<file path="src/rtl/decode_pkg.sv">
// Shared types, RV64I opcode constants and immediate generation for decode_stage.
package decode_pkg;

  localparam int unsigned XLEN = 64;

  localparam logic [6:0] OPC_LUI     = 7'b0110111;
  localparam logic [6:0] OPC_AUIPC   = 7'b0010111;
  localparam logic [6:0] OPC_JAL     = 7'b1101111;
  localparam logic [6:0] OPC_JALR    = 7'b1100111;
  localparam logic [6:0] OPC_BRANCH  = 7'b1100011;
  localparam logic [6:0] OPC_LOAD    = 7'b0000011;
  localparam logic [6:0] OPC_STORE   = 7'b0100011;
  localparam logic [6:0] OPC_OPIMM   = 7'b0010011;
  localparam logic [6:0] OPC_OPIMM32 = 7'b0011011;
  localparam logic [6:0] OPC_OP      = 7'b0110011;
  localparam logic [6:0] OPC_OP32    = 7'b0111011;
  localparam logic [6:0] OPC_SYSTEM  = 7'b1110011;
  localparam logic [6:0] OPC_FENCE   = 7'b0001111;

  typedef enum logic [3:0] {
    OP_NONE    = 4'd0,
    OP_LUI     = 4'd1,
    OP_AUIPC   = 4'd2,
    OP_JAL     = 4'd3,
    OP_JALR    = 4'd4,
    OP_BRANCH  = 4'd5,
    OP_LOAD    = 4'd6,
    OP_STORE   = 4'd7,
    OP_OPIMM   = 4'd8,
    OP_OPIMM32 = 4'd9,
    OP_OP      = 4'd10,
    OP_OP32    = 4'd11,
    OP_SYSTEM  = 4'd12,
    OP_FENCE   = 4'd13,
    OP_ILLEGAL = 4'd14
  } op_class_e;

  typedef enum logic [1:0] {
    BUF_EMPTY = 2'd0,
    BUF_ONE   = 2'd1,
    BUF_TWO   = 2'd2
  } buf_state_e;

  typedef struct packed {
    logic [4:0]      rs1;
    logic [4:0]      rs2;
    logic [4:0]      rd;
    logic [2:0]      funct3;
    logic [6:0]      funct7;
    logic [XLEN-1:0] imm;
    op_class_e       op_class;
    logic            illegal;
  } decoded_t;

  function automatic op_class_e op_class_of(input logic [6:0] opc);
    op_class_e cls;
    unique case (opc)
      OPC_LUI:     cls = OP_LUI;
      OPC_AUIPC:   cls = OP_AUIPC;
      OPC_JAL:     cls = OP_JAL;
      OPC_JALR:    cls = OP_JALR;
      OPC_BRANCH:  cls = OP_BRANCH;
      OPC_LOAD:    cls = OP_LOAD;
      OPC_STORE:   cls = OP_STORE;
      OPC_OPIMM:   cls = OP_OPIMM;
      OPC_OPIMM32: cls = OP_OPIMM32;
      OPC_OP:      cls = OP_OP;
      OPC_OP32:    cls = OP_OP32;
      OPC_SYSTEM:  cls = OP_SYSTEM;
      OPC_FENCE:   cls = OP_FENCE;
      default:     cls = OP_ILLEGAL;
    endcase
    return cls;
  endfunction

  function automatic logic [XLEN-1:0] imm_gen(input logic [31:0] instr, input op_class_e cls);
    logic [XLEN-1:0] imm;
    unique case (cls)
      OP_JALR, OP_LOAD, OP_OPIMM, OP_OPIMM32, OP_SYSTEM, OP_FENCE:
        imm = {{52{instr[31]}}, instr[31:20]};
      OP_STORE:
        imm = {{52{instr[31]}}, instr[31:25], instr[11:7]};
      OP_BRANCH:
        imm = {{51{instr[31]}}, instr[31], instr[7], instr[30:25], instr[11:8], 1'b0};
      OP_LUI, OP_AUIPC:
        imm = {{32{instr[31]}}, instr[31:12], 12'h000};
      OP_JAL:
        imm = {{43{instr[31]}}, instr[31], instr[19:12], instr[20], instr[30:21], 1'b0};
      default:
        imm = '0;
    endcase
    return imm;
  endfunction

endpackage

</file>
<file path="src/rtl/decode_skid_buffer.sv">
// Two-entry valid/ready skid buffer with flush; the ready output is registered.
module decode_skid_buffer
  import decode_pkg::*;
#(
  parameter int unsigned WIDTH = 96
) (
  input  logic             clk_i,
  input  logic             rst_i,
  input  logic [WIDTH-1:0] in_data_i,
  input  logic             in_valid_i,
  output logic             in_ready_o,
  input  logic             flush_i,
  output logic [WIDTH-1:0] out_data_o,
  output logic             out_valid_o,
  input  logic             out_ready_i
);

  buf_state_e       state_q, state_d;
  logic [WIDTH-1:0] head_q, head_d;
  logic [WIDTH-1:0] tail_q, tail_d;
  logic             ready_q;
  logic             accept;
  logic             consume;

  assign accept      = in_valid_i & ready_q & ~flush_i;
  assign consume     = out_valid_o & out_ready_i;
  assign in_ready_o  = ready_q;
  assign out_valid_o = (state_q != BUF_EMPTY);
  assign out_data_o  = head_q;

  always_comb begin
    state_d = state_q;
    head_d  = head_q;
    tail_d  = tail_q;
    if (flush_i) begin
      state_d = BUF_EMPTY;
    end else begin
      unique case (state_q)
        BUF_EMPTY: begin
          if (accept) begin
            head_d  = in_data_i;
            state_d = BUF_ONE;
          end
        end
        BUF_ONE: begin
          if (accept && consume) begin
            head_d = in_data_i;
          end else if (accept) begin
            tail_d  = in_data_i;
            state_d = BUF_TWO;
          end else if (consume) begin
            state_d = BUF_EMPTY;
          end
        end
        BUF_TWO: begin
          if (consume) begin
            head_d  = tail_q;
            state_d = BUF_ONE;
          end
        end
        default: state_d = BUF_EMPTY;
      endcase
    end
  end

  // ready is the registered image of "next state is not full"
  always_ff @(posedge clk_i or posedge rst_i) begin
    if (rst_i) begin
      state_q <= BUF_EMPTY;
      head_q  <= '0;
      tail_q  <= '0;
      ready_q <= 1'b1;
    end else begin
      state_q <= state_d;
      head_q  <= head_d;
      tail_q  <= tail_d;
      ready_q <= (state_d != BUF_TWO);
    end
  end

endmodule

</file>
<file path="src/rtl/decode_stage.sv">
// RV64I decode stage: skid-buffered fetch words decoded into fields, immediate and op class.
// Optional DECODE_STATS_EN adds saturating consume and stall counters.
module decode_stage
  import decode_pkg::*;
#(
  parameter int unsigned ADDRESS_WIDTH     = 64,
  parameter int unsigned REGISTER_WIDTH    = 64,
  parameter int unsigned INSTRUCTION_WIDTH = 32
) (
  input  logic                         clk,
  input  logic                         reset,
  input  logic [INSTRUCTION_WIDTH-1:0] in_instruction_bits,
  input  logic [ADDRESS_WIDTH-1:0]     in_pcplus1,
  input  logic                         in_ready,
  output logic                         out_fetch_enable,
  input  logic                         in_flush,
  input  logic                         in_exec_ready,
  output logic                         out_valid,
  output logic [ADDRESS_WIDTH-1:0]     out_pc,
  output logic [ADDRESS_WIDTH-1:0]     out_pcplus1,
  output logic [4:0]                   out_rs1,
  output logic [4:0]                   out_rs2,
  output logic [4:0]                   out_rd,
  output logic [2:0]                   out_funct3,
  output logic [6:0]                   out_funct7,
  output logic [REGISTER_WIDTH-1:0]    out_imm,
  output logic [3:0]                   out_op_class,
  output logic                         out_illegal
`ifdef DECODE_STATS_EN
  ,
  output logic [31:0]                  out_stat_decoded,
  output logic [31:0]                  out_stat_stall
`endif
);

  localparam int unsigned ENTRY_W = INSTRUCTION_WIDTH + ADDRESS_WIDTH;

  logic [ENTRY_W-1:0]           head;
  logic [INSTRUCTION_WIDTH-1:0] head_instr;
  logic [ADDRESS_WIDTH-1:0]     head_pcp1;
  logic [31:0]                  instr;
  logic                         buf_valid;
  logic                         seen_q, seen_d;
  logic                         show;
  decoded_t                     dec;
  op_class_e                    cls;
  logic                         illegal;

  decode_skid_buffer #(
    .WIDTH(ENTRY_W)
  ) u_skid (
    .clk_i      (clk),
    .rst_i      (reset),
    .in_data_i  ({in_instruction_bits, in_pcplus1}),
    .in_valid_i (in_ready),
    .in_ready_o (out_fetch_enable),
    .flush_i    (in_flush),
    .out_data_o (head),
    .out_valid_o(buf_valid),
    .out_ready_i(in_exec_ready)
  );

  assign {head_instr, head_pcp1} = head;
  assign instr     = head_instr[31:0];
  assign out_valid = buf_valid;

  // Until the first word arrives the outputs must read as zero/OP_NONE;
  // afterwards the stale head keeps decoding, which holds the last value.
  assign seen_d = seen_q | buf_valid;
  assign show   = buf_valid | seen_q;

  always_ff @(posedge clk or posedge reset) begin
    if (reset) begin
      seen_q <= 1'b0;
    end else begin
      seen_q <= seen_d;
    end
  end

  always_comb begin
    cls     = op_class_of(instr[6:0]);
    illegal = (instr[1:0] != 2'b11) || (cls == OP_ILLEGAL) || (instr == '0);
    dec          = '0;
    dec.op_class = OP_NONE;
    if (show) begin
      dec.rs1      = instr[19:15];
      dec.rs2      = instr[24:20];
      dec.rd       = instr[11:7];
      dec.funct3   = instr[14:12];
      dec.funct7   = instr[31:25];
      dec.illegal  = illegal;
      dec.op_class = illegal ? OP_ILLEGAL : cls;
      dec.imm      = illegal ? '0 : imm_gen(instr, cls);
    end
  end

  assign out_rs1      = dec.rs1;
  assign out_rs2      = dec.rs2;
  assign out_rd       = dec.rd;
  assign out_funct3   = dec.funct3;
  assign out_funct7   = dec.funct7;
  assign out_imm      = REGISTER_WIDTH'(dec.imm);
  assign out_op_class = dec.op_class;
  assign out_illegal  = dec.illegal;
  assign out_pcplus1  = show ? head_pcp1 : '0;
  assign out_pc       = show ? (head_pcp1 - ADDRESS_WIDTH'(4)) : '0;

`ifdef DECODE_STATS_EN
  logic [31:0] stat_dec_q, stat_dec_d;
  logic [31:0] stat_stall_q, stat_stall_d;

  always_comb begin
    stat_dec_d   = stat_dec_q;
    stat_stall_d = stat_stall_q;
    if (buf_valid && in_exec_ready && (stat_dec_q != '1)) begin
      stat_dec_d = stat_dec_q + 32'd1;
    end
    if (in_ready && !out_fetch_enable && (stat_stall_q != '1)) begin
      stat_stall_d = stat_stall_q + 32'd1;
    end
  end

  always_ff @(posedge clk or posedge reset) begin
    if (reset) begin
      stat_dec_q   <= '0;
      stat_stall_q <= '0;
    end else begin
      stat_dec_q   <= stat_dec_d;
      stat_stall_q <= stat_stall_d;
    end
  end

  assign out_stat_decoded = stat_dec_q;
  assign out_stat_stall   = stat_stall_q;
`endif

endmodule

</file>
<file path="config.mk">
export PLATFORM = sky130hd
export DESIGN_NAME = decode_stage
export DESIGN_NICKNAME = d
export VERILOG_FILES = /design/src/rtl/decode_pkg.sv /design/src/rtl/decode_skid_buffer.sv /design/src/rtl/decode_stage.sv
export SDC_FILE = /design/constraint.sdc
export NUM_CORES = 1
export LEC_CHECK = 0
export BUFFER_PORTS_ARGS = -buffer_cell sky130_fd_sc_hd__buf_4
export CORE_MARGIN = 1
export CORE_UTILIZATION = 53
export CTS_CLUSTER_DIAMETER = 30
export DETAILED_ROUTE_END_ITERATION = 7
export PLACE_DENSITY = 0.81
export SYNTH_ARGS = -nofsm -noshare
export SYNTH_HDL_FRONTEND = slang
export SYNTH_HIERARCHICAL = 1
export SYNTH_SLANG_ARGS = --single-unit
</file>
<file path="constraint.sdc">
create_clock -name clk -period 7.8 [get_ports clk]
set_input_delay 1.56 -clock clk [delete_from_list [all_inputs] [get_ports clk]]
set_output_delay 1.56 -clock clk [all_outputs]
set_load 0.01 [all_outputs]
</file>
# Yosys cells after proc, flatten, opt, wreduce, memory -nomap -nowiden
# Index checks and enable logic that the tools add are counted.
# word_totals
ff_bits,196
in_bits,101
out_inout_bits,224
word_cells,73
# classes
addsub,1
eq_ne,32
muxes,18
bitwise_logic,6
n_reduce_logical,11
# ops
cell,count
case mux 64 bit (5 select lines),1
two-way mux 96 bit,3
case mux 96 bit (3 select lines),1
two-way mux 64 bit,3
two-way mux 94 bit,1
subtractor 64 x 3 -> 64 bit (second input constant),1
case mux 4 bit (13 select lines),1
logical NOT 32 bit,1
equality test 7 x 6 -> 1 bit (second input constant),4
equality test 7 bit (second input constant),4
equality test 7 x 5 -> 1 bit (second input constant),3
equality test 4 bit (second input constant),5
equality test 4 x 3 -> 1 bit (second input constant),4
two-way mux 2 bit,6
equality test 4 x 2 -> 1 bit (second input constant),2
equality test 7 x 2 -> 1 bit (second input constant),1
equality test 7 x 4 -> 1 bit (second input constant),1
!= test 2 x 1 -> 1 bit (second input constant),3
case mux 2 bit (3 select lines),1
OR reduction 6 bit,1
AND reduction 5 bit,1
equality test 4 x 1 -> 1 bit (second input constant),1
two-way mux 4 bit,1
!= test 2 bit (second input constant),2
12 further kinds,16

# Logic depth before layout (Yosys ltp)
# Gate-level depths: netlist of run 1.
# logic_depth
word_depth,8
depth_mapped,8
mapped_depth_nobuf,7

# Cells and area by module
# Netlist of run 1, hierarchy kept.
# by_module_without_submodules
mod,instances,cells_each,area_per_inst_um2,seq_area_each_um2
decode_skid_buffer,1,641,8354.3,4880.9
decode_stage,1,553,3354.5,25.0

# Least setup slack after synthesis of run 1
# OpenSTA, ideal clock, no wires.
# synth_timing
path_kind,flip-flop to output port
start,"register u_skid.head_q[70], in the netlist u_skid/out_data_o[70]"
end,output port out_imm[32]
t_arrival_ps,2980
required_time_ps,6240
path_slack_ps,3260
stages_incl_launch_ff,8
n_path_buf,2
path_cell_list,dfrtp_1 > or3b_2 > a21oi_1 > a211o_1 > nand2_1 > clkbuf_1 > nor2_1 > buf_4
# synth_via
elab_chain_len,7
elab_cells_between_ends,34
classes_between,25 x eq/ne; 4 x mux; 5 x reduce/logical
# synth_rtl
element,line_no,text
from (decl),decode_skid_buffer.sv:19,"logic [WIDTH-1:0] head_q, head_d;"
from (signal assigned),decode_skid_buffer.sv:70,head_q <= '0;
from (signal assigned),decode_skid_buffer.sv:75,head_q <= head_d;
equality test 7 x 4 -> 1 bit (tied with other cells),decode_pkg.sv:57,unique case (opc)
case mux 4 bit (13 select lines),decode_pkg.sv:57,
equality test 4 x 3 -> 1 bit (tied with other cells),decode_pkg.sv:78,unique case (cls)
OR reduction 6 bit (tied with other cells),decode_pkg.sv:78,
case mux 64 bit (5 select lines) or logical OR 1 bit (tied branches),"decode_pkg.sv:78, decode_stage.sv:82",
two-way mux 64 bit (*),decode_stage.sv:93,"dec.imm = illegal ? '0 : imm_gen(instr, cls);"
two-way mux 94 bit (*),decode_stage.sv:85,if (show) begin
to (decl),decode_stage.sv:26,"output logic [REGISTER_WIDTH-1:0] out_imm,"
# Every way passes the cells marked *; elsewhere a longest branch is shown, timed or not.

# Worst setup path in the final report of run 1
# layout_timing
start,"register u_skid.head_q[67], in the netlist u_skid/out_data_o[67]"
end,output port out_imm[36]
# Same word-level chain as after synthesis.

==> results.py, run 1 <==
metrics = {
    "critical_path": {
        "path_class": "reg2out",
        "worst-r2r-setup-slack_ns": 4.91,
        "r2r-end": "u_skid/out_data_o[28]$_DFFE_PP0P_",
        "r2r_cells": 4,
        "cp.required_ns": 6.24,
        "startpoint_type": "flip-flop",
        "crit_path_end_kind": "primary output",
        "cp_max_fo": 33,
        "arrival_ns": 3.58,
        "regToRegStartpoint": "u_skid/state_q[1]$_DFF_PP0_",
    },
    "finish": {
        "mostFrequentLayoutCells": "buf_4, dfrtp_1, nand2_1",
        "nFillCells": 1758,
        "final_common_cell": "buf_4",
        "drive_above_1_share_pct": 34.6,
        "fin_area_sq_um": 14500,
        "final_nets": 1533,
        "n_antenna_cell": 0,
        "regArea_sq_um": 4910,
        "utilization_pct": 66.5,
        "multi_input_area_sq_um": 6030,
        "syn2layout_area_growth_pct": 23.6,
    },
    "clock_tree": {
        "ctsHoldBuffers": 0,
        "cts_buffers": 17,
        "post-cts-setup-buffers": 0,
        "ctsResizeCount": 0,
        "root_buffer": "clkbuf_16",
        "path_clk_slew_ns": 0.07,
        "cts_tree": "done",
        "clock_latency_ns": 0.44,
        "cts_buffer_depth": 2,
        "clock_sinks": 196,
        "htree_levels": 4,
    },
    "detailed_routing": {
        "vias": 9846,
        "antenna_left": 0,
        "m1WireLength_microns": 13400,
        "dr.first_iter.drc_count": 642,
        "drc": 0,
        "via_per_inst": 5.71,
        "maxUsedRoutingLayer": "met4",
        "drt-wirelength-per-cell_microns": 18.3,
        "met3_length_microns": 1830,
        "first_pass_iters": 5,
        "wl_met2_microns": 15400,
        "drt_wl_total_microns": 31600,
    },
    "timing": {
        "tns_ns": 0,
        "worstMarginPinSlew_ns": 1.21,
        "slew_violations": 0,
        "fmax_ghz": 0.194,
        "timing.final.crit_share_pct": 65.9,
        "setup_violations": 0,
        "slew_headroom_pct": 19.4,
        "rsz0062_at_grt": "no",
        "final-hold-violation-count": 0,
        "fin_skew_ns": 0.00937,
        "period_needed_ns": 5.14,
    },
    "place": {
        "dpl_cell_area_sq_um": 13900,
        "port_buffers": 324,
        "place_hpwl_microns": 22100,
        "gp_congestion": 0.903,
    },
    "logic_synthesis": {
        "synth_cell_types": 68,
        "async_flop_share_pct": 100,
        "synth_area_sq_um": 11700,
        "syn-num-nets": 1296,
        "synth_cells": 1194,
        "synth-seq-cells": 196,
        "syn_avg_cell_area_sq_um": 9.81,
        "synth_edf_count": 0,
        "yosysSeqAreaShare_pct": 41.9,
        "ys_warn_count": 6,
        "synth-main-ff-cell": "dfrtp_1",
    },
    "global_routing": {
        "grt_pass1_vias": 9247,
        "antenna_found_initial": 0,
        "grt_max_degree": 121,
        "grt_pass1_wl_microns": 48500,
        "overflow": 0,
        "grt_usage_pct": 27.6,
    },
    "power": {
        "ir_drop_mv": 0.139,
        "p_leak_uw": 0.00681,
        "total_power_uw": 3550,
        "powerDensity_nw_per_um2": 245,
    },
    "hold_path": {
        "min_from": "u_skid/out_data_o[1]$_DFFE_PP0P_",
        "hold_depth": 2,
        "min_path_type": "reg2reg",
        "min_to": "u_skid/out_data_o[1]$_DFFE_PP0P_",
    },
    "run_status": {
        "outcome": "completed",
    },
    "floorplan": {
        "die-area_sq_um": 22700,
        "core_area_sq_um": 21800,
        "die_w_microns": 151,
        "die_h_microns": 151,
        "rows": 54,
        "io_pins": 325,
        "start_util_pct": 53.8,
    },
    "job": {
        "drv_cap": 0,
    },
}
==> per-layer routing <==
layer  vias to the layer above  track usage, %
met5                         -               0
met4                         0            10.5
met3                        67            4.64
met2                       348            44.9
met1                      4832            37.0
li1                       4599               -
==> cell usage after synthesis (21+ instances only) <==
cell	n	area share (%)
clkbuf_1	38	1.2
mux2_2	68	6.5
nor2_1	90	2.9
nand2_1	124	4.0
inv_1	21	0.67
nor3_1	22	0.94
buf_4	37	2.4
and2_1	84	4.5
mux2i_1	97	8.3
o21ai_1	21	0.90
o21ai_0	94	4.0
dfrtp_1	195	42
mux2_4	40	5.1
a21oi_1	45	1.9
==> per-stage QoR <==
| step | instances | hold slack, ns | setup WS [ns] |
|---|---|---|---|
| floorplan | 1194 | 0.441 | 0.929 |
| global placement | 1692 | 0.454 | 3.27 |
| detailed placement | 1692 | 0.463 | 3.06 |
| CTS | 1724 | 0.479 | 2.62 |
| global route | 1724 | 0.499 | 2.27 |
| finish | 1724 | 0.478 | 2.66 |
==> cells by family after synthesis <==
kind of cell,share of synthesized area (%)
simple gates,19.6
mux,20.2
flops,41.9
compound gates,9.00
buf+inv,6.88
xor+xnor,2.32
fa+ha+maj,0.107
==> area by class of cell <==
cell class / count / share of cell area [%]
clock inverter: 14 / 1.30
clock buffer: 18 / 2.96
timing repair buffer: 331 / 17.2
inverter: 21 / 0.596
tap: 280 / 2.42
multi-input combinational: 864 / 41.7
sequential: 196 / 33.9
==> flip-flops by register name, summed over array words and instances (netlist names) <==
name	flops
u_skid/out_data_o	96
u_skid/tail_q	96
u_skid/state_q	2
seen_q	1
u_skid/in_ready_o	1
==> worst max path at each step <==
stage	cells past startpoint	end	slack, ns	start
2_1_floorplan	1	u_skid/out_data_o[0]$_DFFE_PP0P_	0.93	reset
3_3_place_gp	6	out_imm[49]	3.27	u_skid/out_data_o[67]$_DFFE_PP0P_
3_5_place_dp	6	out_imm[36]	3.06	u_skid/out_data_o[67]$_DFFE_PP0P_
4_1_cts	6	out_imm[60]	2.62	u_skid/out_data_o[67]$_DFFE_PP0P_
5_1_grt	6	out_imm[36]	2.27	u_skid/out_data_o[67]$_DFFE_PP0P_
6_report	6	out_imm[36]	2.66	u_skid/out_data_o[67]$_DFFE_PP0P_
==> report_power, final <==
part | switching (uW) | internal (uW) | total [uW]
combinational | 520 | 600 | 1120
sequential | 244 | 1260 | 1510
clock | 435 | 491 | 926
==> critical path, cell delays in order (launching register included) <==
cell	delay, ns
dfrtp_1	0.72
or3b_2	0.49
a21oi_1	0.21
a211o_1	0.20
nand2_1	0.32
nor2_2	0.94
buf_4	0.27
Power figures use the tool's default switching activity.
==> inputs of run 2 (changes only) <==
==> constraint.sdc (replaced) <==
create_clock -name clk -period 4.77 [get_ports clk]
set_input_delay 0.954 -clock clk [delete_from_list [all_inputs] [get_ports clk]]
set_output_delay 0.954 -clock clk [all_outputs]
set_load 0.01 [all_outputs]
==> results.py, run 2 (synthesis results as in run 1) <==
metrics = {
    "finish": {
        "final_common_cell": "buf_4",
        "multi_input_area_sq_um": 6030,
        "mostFrequentLayoutCells": "buf_4, dfrtp_1, nand2_1",
        "nFillCells": 1724,
        "fin_area_sq_um": 14500,
        "n_antenna_cell": 0,
        "syn2layout_area_growth_pct": 23.8,
        "regArea_sq_um": 4910,
        "drive_above_1_share_pct": 34.8,
        "final_nets": 1536,
    },
    "critical_path": {
        "slowest_stage": "or4_1",
        "crit_path_end_kind": "primary output",
        "regToRegStartpoint": "u_skid/state_q[0]$_DFF_PP0_",
        "r2r-end": "u_skid/tail_q[27]$_DFFE_PP0P_",
        "worst-r2r-setup-slack_ns": 2.40,
        "cp_max_fo": 13,
        "max_stage_delay_ns": 0.68,
        "cp.required_ns": 3.82,
        "path_class": "reg2out",
        "r2r_cells": 5,
        "arrival_ns": 3.26,
        "cp_cell_sequence": "nor4_2 -> and2_1 -> nand4_1 -> or4_1 -> a21oi_1 -> buf_4",
        "startpoint_type": "flip-flop",
    },
    "place": {
        "place_hpwl_microns": 22700,
        "preCtsSetupSlack_ns": 1.10,
        "gp_congestion": 0.928,
        "dpl_cell_area_sq_um": 13900,
        "port_buffers": 324,
    },
    "clock_tree": {
        "cts_buffer_depth": 2,
        "ctsResizeCount": 0,
        "post-cts-setup-buffers": 0,
        "clock_sinks": 196,
        "cts_buffers": 17,
        "htree_levels": 4,
        "cts_tree": "done",
        "clock_latency_ns": 0.43,
        "path_clk_slew_ns": 0.07,
        "ctsHoldBuffers": 0,
        "root_buffer": "clkbuf_16",
    },
    "timing": {
        "setup_violations": 0,
        "fin_skew_ns": 0.0172,
        "fin_ws_ns": 0.552,
        "period_needed_ns": 4.22,
        "fmax_ghz": 0.237,
        "rsz0062_at_grt": "no",
        "tns_ns": 0,
        "slew_headroom_pct": 29.3,
        "final-hold-violation-count": 0,
        "timing.final.crit_share_pct": 88.4,
        "slew_violations": 0,
        "worstMarginPinSlew_ns": 1.06,
    },
    "job": {
        "drv_cap": 0,
    },
    "detailed_routing": {
        "drt-wirelength-per-cell_microns": 18.6,
        "dr.first_iter.drc_count": 722,
        "drt_wl_total_microns": 32100,
        "drc": 0,
        "first_pass_iters": 5,
        "antenna_left": 0,
        "vias": 9801,
        "via_per_inst": 5.68,
    },
    "floorplan": {
        "die_w_microns": 151,
        "rows": 54,
        "core_area_sq_um": 21800,
        "io_pins": 325,
        "start_util_pct": 53.8,
        "die-area_sq_um": 22700,
        "die_h_microns": 151,
    },
    "global_routing": {
        "grt_max_degree": 107,
        "antenna_found_initial": 0,
        "grt_pass1_wl_microns": 49300,
        "grt_pass1_vias": 9204,
        "grt_usage_pct": 28.0,
        "overflow": 0,
    },
    "hold_path": {
        "min_path_type": "in2async",
    },
    "run_status": {
        "outcome": "completed",
    },
    "power": {
        "powerDensity_nw_per_um2": 397,
        "p_leak_uw": 0.00681,
        "ir_drop_mv": 0.241,
    },
}
[run 2: cell types whose count changed in the layout (fill, tap and decap cells not counted), sizes merged]
cell and change:
clkinv -2, buf +3, inv -2, clkinvlp +3, clkbuf +2, bufinv -1
[run 2: how the worst max path moves through the flow]
| stage | endpoint | cells after the start | slack, ns | startpoint |
|---|---|---|---|---|
| after global placement | out_imm[42] | 7 | 1.19 | u_skid/out_data_o[67]$_DFFE_PP0P_ |
| after detailed placement | out_pc[59] | 6 | 1.10 | u_skid/out_data_o[44]$_DFFE_PP0P_ |
| after CTS | out_pc[59] | 6 | 0.58 | u_skid/out_data_o[34]$_DFFE_PP0P_ |
| final | out_pc[59] | 6 | 0.55 | u_skid/out_data_o[32]$_DFFE_PP0P_ |
| after global routing | out_pc[59] | 6 | 0.43 | u_skid/out_data_o[44]$_DFFE_PP0P_ |
| after floorplan | out_imm[32] | 7 | 0.84 | u_skid/out_data_o[70]$_DFFE_PP0P_ |
[run 2: report_power, final]
part	leakage [uW]	internal, uW	switching [uW]
Combinational	0.00411	984	856
Clock	0.000285	770	686
Sequential	0.00242	2060	399
[run 2: routing by layer]
| metal | global-route usage, % | vias up | routed length, microns |
|---|---|---|---|
| li1 | - | 4611 | - |
| met1 | 38.4 | 4812 | 14000 |
| met2 | 44.2 | 324 | 15400 |
| met3 | 4.30 | 54 | 1700 |
| met4 | 11.5 | 0 | 1010 |
| met5 | 0 | - | 0 |
[run 2: critical path, delay by kind of cell, from the launching register on]
family	cells	cell delay (ns)
buffers and inverters	1	0.16
AO/OA/AOI/OAI	1	0.20
flip-flops	1	0.45
AND/OR/NAND/NOR	4	2.02
[run 2: area by class of cell]
class,count,share of cell area [%]
timing repair buffer,334,17.5
sequential,196,33.8
tap,280,2.42
clock buffer,20,3.15
clock inverter,12,0.941
inverter,21,0.570
multi-input combinational,864,41.6
[run 2: through the flow]
step,cells,power (uW),hold WS (ns),util [%]
2_1_floorplan,1194,3520,0.441,-
3_3_place_gp,1695,4250,0.457,63.9
3_5_place_dp,1695,4310,0.463,63.9
4_1_cts,1727,5780,0.369,66.6
5_1_grt,1727,6090,0.373,66.6
6_report,1727,5760,0.387,66.6
==> inputs of run 3 (changes only) <==
==> constraint.sdc (replaced) <==
create_clock -name clk -period 4.77 [get_ports clk]
set_input_delay 0.2385 -clock clk [delete_from_list [all_inputs] [get_ports clk]]
set_output_delay 0.2385 -clock clk [all_outputs]
set_load 0.01 [all_outputs]
==> results.py, run 3 (synthesis results as in run 1) <==
metrics = {
    "run_status": {
        "outcome": "completed",
    },
    "timing": {
        "final-hold-violation-count": 0,
        "slew_headroom_pct": 29.3,
        "setup_violations": 0,
        "timing.final.crit_share_pct": 79.3,
        "slew_violations": 0,
        "rsz0062_at_grt": "no",
        "worstMarginPinSlew_ns": 1.06,
        "fmax_ghz": 0.265,
        "tns_ns": 0,
        "period_needed_ns": 3.78,
        "fin_skew_ns": 0.0109,
    },
    "power": {
        "powerDensity_nw_per_um2": 397,
        "p_leak_uw": 0.00682,
        "ir_drop_mv": 0.243,
    },
    "detailed_routing": {
        "vias": 9784,
        "m1WireLength_microns": 13700,
        "via_per_inst": 5.66,
        "met3_length_microns": 1940,
        "drc": 0,
        "first_pass_iters": 5,
        "dr.first_iter.drc_count": 633,
        "antenna_left": 0,
        "wl_met2_microns": 15300,
        "drt-wirelength-per-cell_microns": 18.4,
        "drt_wl_total_microns": 31800,
        "maxUsedRoutingLayer": "met4",
    },
    "finish": {
        "final_common_cell": "buf_4",
        "regArea_sq_um": 4910,
        "nFillCells": 1762,
        "mostFrequentLayoutCells": "buf_4, dfrtp_1, nand2_1",
        "multi_input_area_sq_um": 6030,
        "syn2layout_area_growth_pct": 24.0,
        "utilization_pct": 66.7,
        "drive_above_1_share_pct": 34.7,
        "final_nets": 1537,
        "n_antenna_cell": 0,
    },
    "floorplan": {
        "die-area_sq_um": 22700,
        "core_area_sq_um": 21800,
        "io_pins": 325,
        "rows": 54,
        "start_util_pct": 53.8,
        "die_w_microns": 151,
        "die_h_microns": 151,
    },
    "critical_path": {
        "max_stage_delay_ns": 0.92,
        "path_class": "reg2out",
        "arrival_ns": 3.54,
        "cp-startpoint": "u_skid/out_data_o[67]$_DFFE_PP0P_",
        "regToRegStartpoint": "u_skid/state_q[1]$_DFF_PP0_",
        "cp_cell_sequence": "or3b_2 -> a21oi_1 -> a211o_1 -> nand2_1 -> nor2_2 -> buf_4",
        "startpoint_type": "flip-flop",
        "cp_max_fo": 33,
        "cp.required_ns": 4.53,
        "crit_path_end_kind": "primary output",
        "slowest_stage": "nor2_2",
    },
    "clock_tree": {
        "cts_buffer_depth": 2,
        "htree_levels": 4,
        "clock_latency_ns": 0.43,
        "root_buffer": "clkbuf_16",
        "cts_buffers": 17,
        "ctsHoldBuffers": 2,
        "ctsResizeCount": 0,
        "post-cts-setup-buffers": 0,
        "cts_tree": "done",
        "clock_sinks": 196,
        "path_clk_slew_ns": 0.08,
    },
    "place": {
        "port_buffers": 324,
        "gp_congestion": 0.926,
        "place_hpwl_microns": 22200,
    },
    "global_routing": {
        "grt_pass1_vias": 9212,
        "grt_usage_pct": 27.6,
        "overflow": 0,
        "grt_pass1_wl_microns": 49100,
        "antenna_found_initial": 0,
        "grt_max_degree": 117,
    },
    "job": {
        "drv_cap": 0,
    },
    "hold_path": {
        "min_path_type": "in2reg",
        "min_from": "in_instruction_bits[11]",
    },
}
==> run 3: cell type report <==
cell class,instances,area share (%)
sequential,196,33.8
inverter,21,0.569
clock inverter,14,1.16
multi-input combinational,864,41.6
clock buffer,18,2.96
tap,280,2.41
timing repair buffer,335,17.5
==> run 3: metrics by stage <==
step	power [uW]	std cells	hold WS (ns)	instance area (sq um)	setup slack, ns
after floorplan	3520	1194	-0.0328	11700	1.55
after global placement	4240	1694	0.105	13900	1.58
after detailed placement	4310	1694	0.105	13900	1.47
after CTS	5780	1728	0.0232	14500	0.985
after global routing	6070	1728	0.0250	14500	0.678
final	5760	1728	0.0350	14500	0.989
==> run 3: routing by layer <==
layer / up-vias / global-route usage (%)
li1: 4600 / -
met4: 0 / 9.70
met2: 353 / 44.6
met5: - / 0
met1: 4779 / 37.3
met3: 52 / 4.94
==> run 3: worst max-delay path, delay by kind of cell (launching register included) <==
| kind | cells | cell delay, ns |
|---|---|---|
| buffers and inverters | 1 | 0.26 |
| AOI/OAI and AO/OA | 2 | 0.38 |
| DFF | 1 | 0.72 |
| and+or+nand+nor | 3 | 1.73 |
==> run 3: path summary, 6_finish.rpt <==
path | endpoint | slack, ns | cells after the start
setup / recovery | out_imm[63] | 0.99 | 6
hold / removal | u_skid/tail_q[75]$_DFFE_PP0P_ | 0.04 | 2
setup reg to reg | u_skid/tail_q[42]$_DFFE_PP0P_ | 2.27 | 4
hold reg to reg | u_skid/out_data_o[0]$_DFFE_PP0P_ | 0.48 | 2
max in group asynchronous | u_skid/out_data_o[37]$_DFFE_PP0P_ | 3.32 | 4
min in group asynchronous | seen_q$_DFF_PP0_ | 0.23 | 3
==> run 3: power by group <==
part / switching (uW) / internal [uW] / leakage, uW
Clock: 710 / 750 / 0.000292
Sequential: 396 / 2060 / 0.00242
Combinational: 857 / 985 / 0.00411
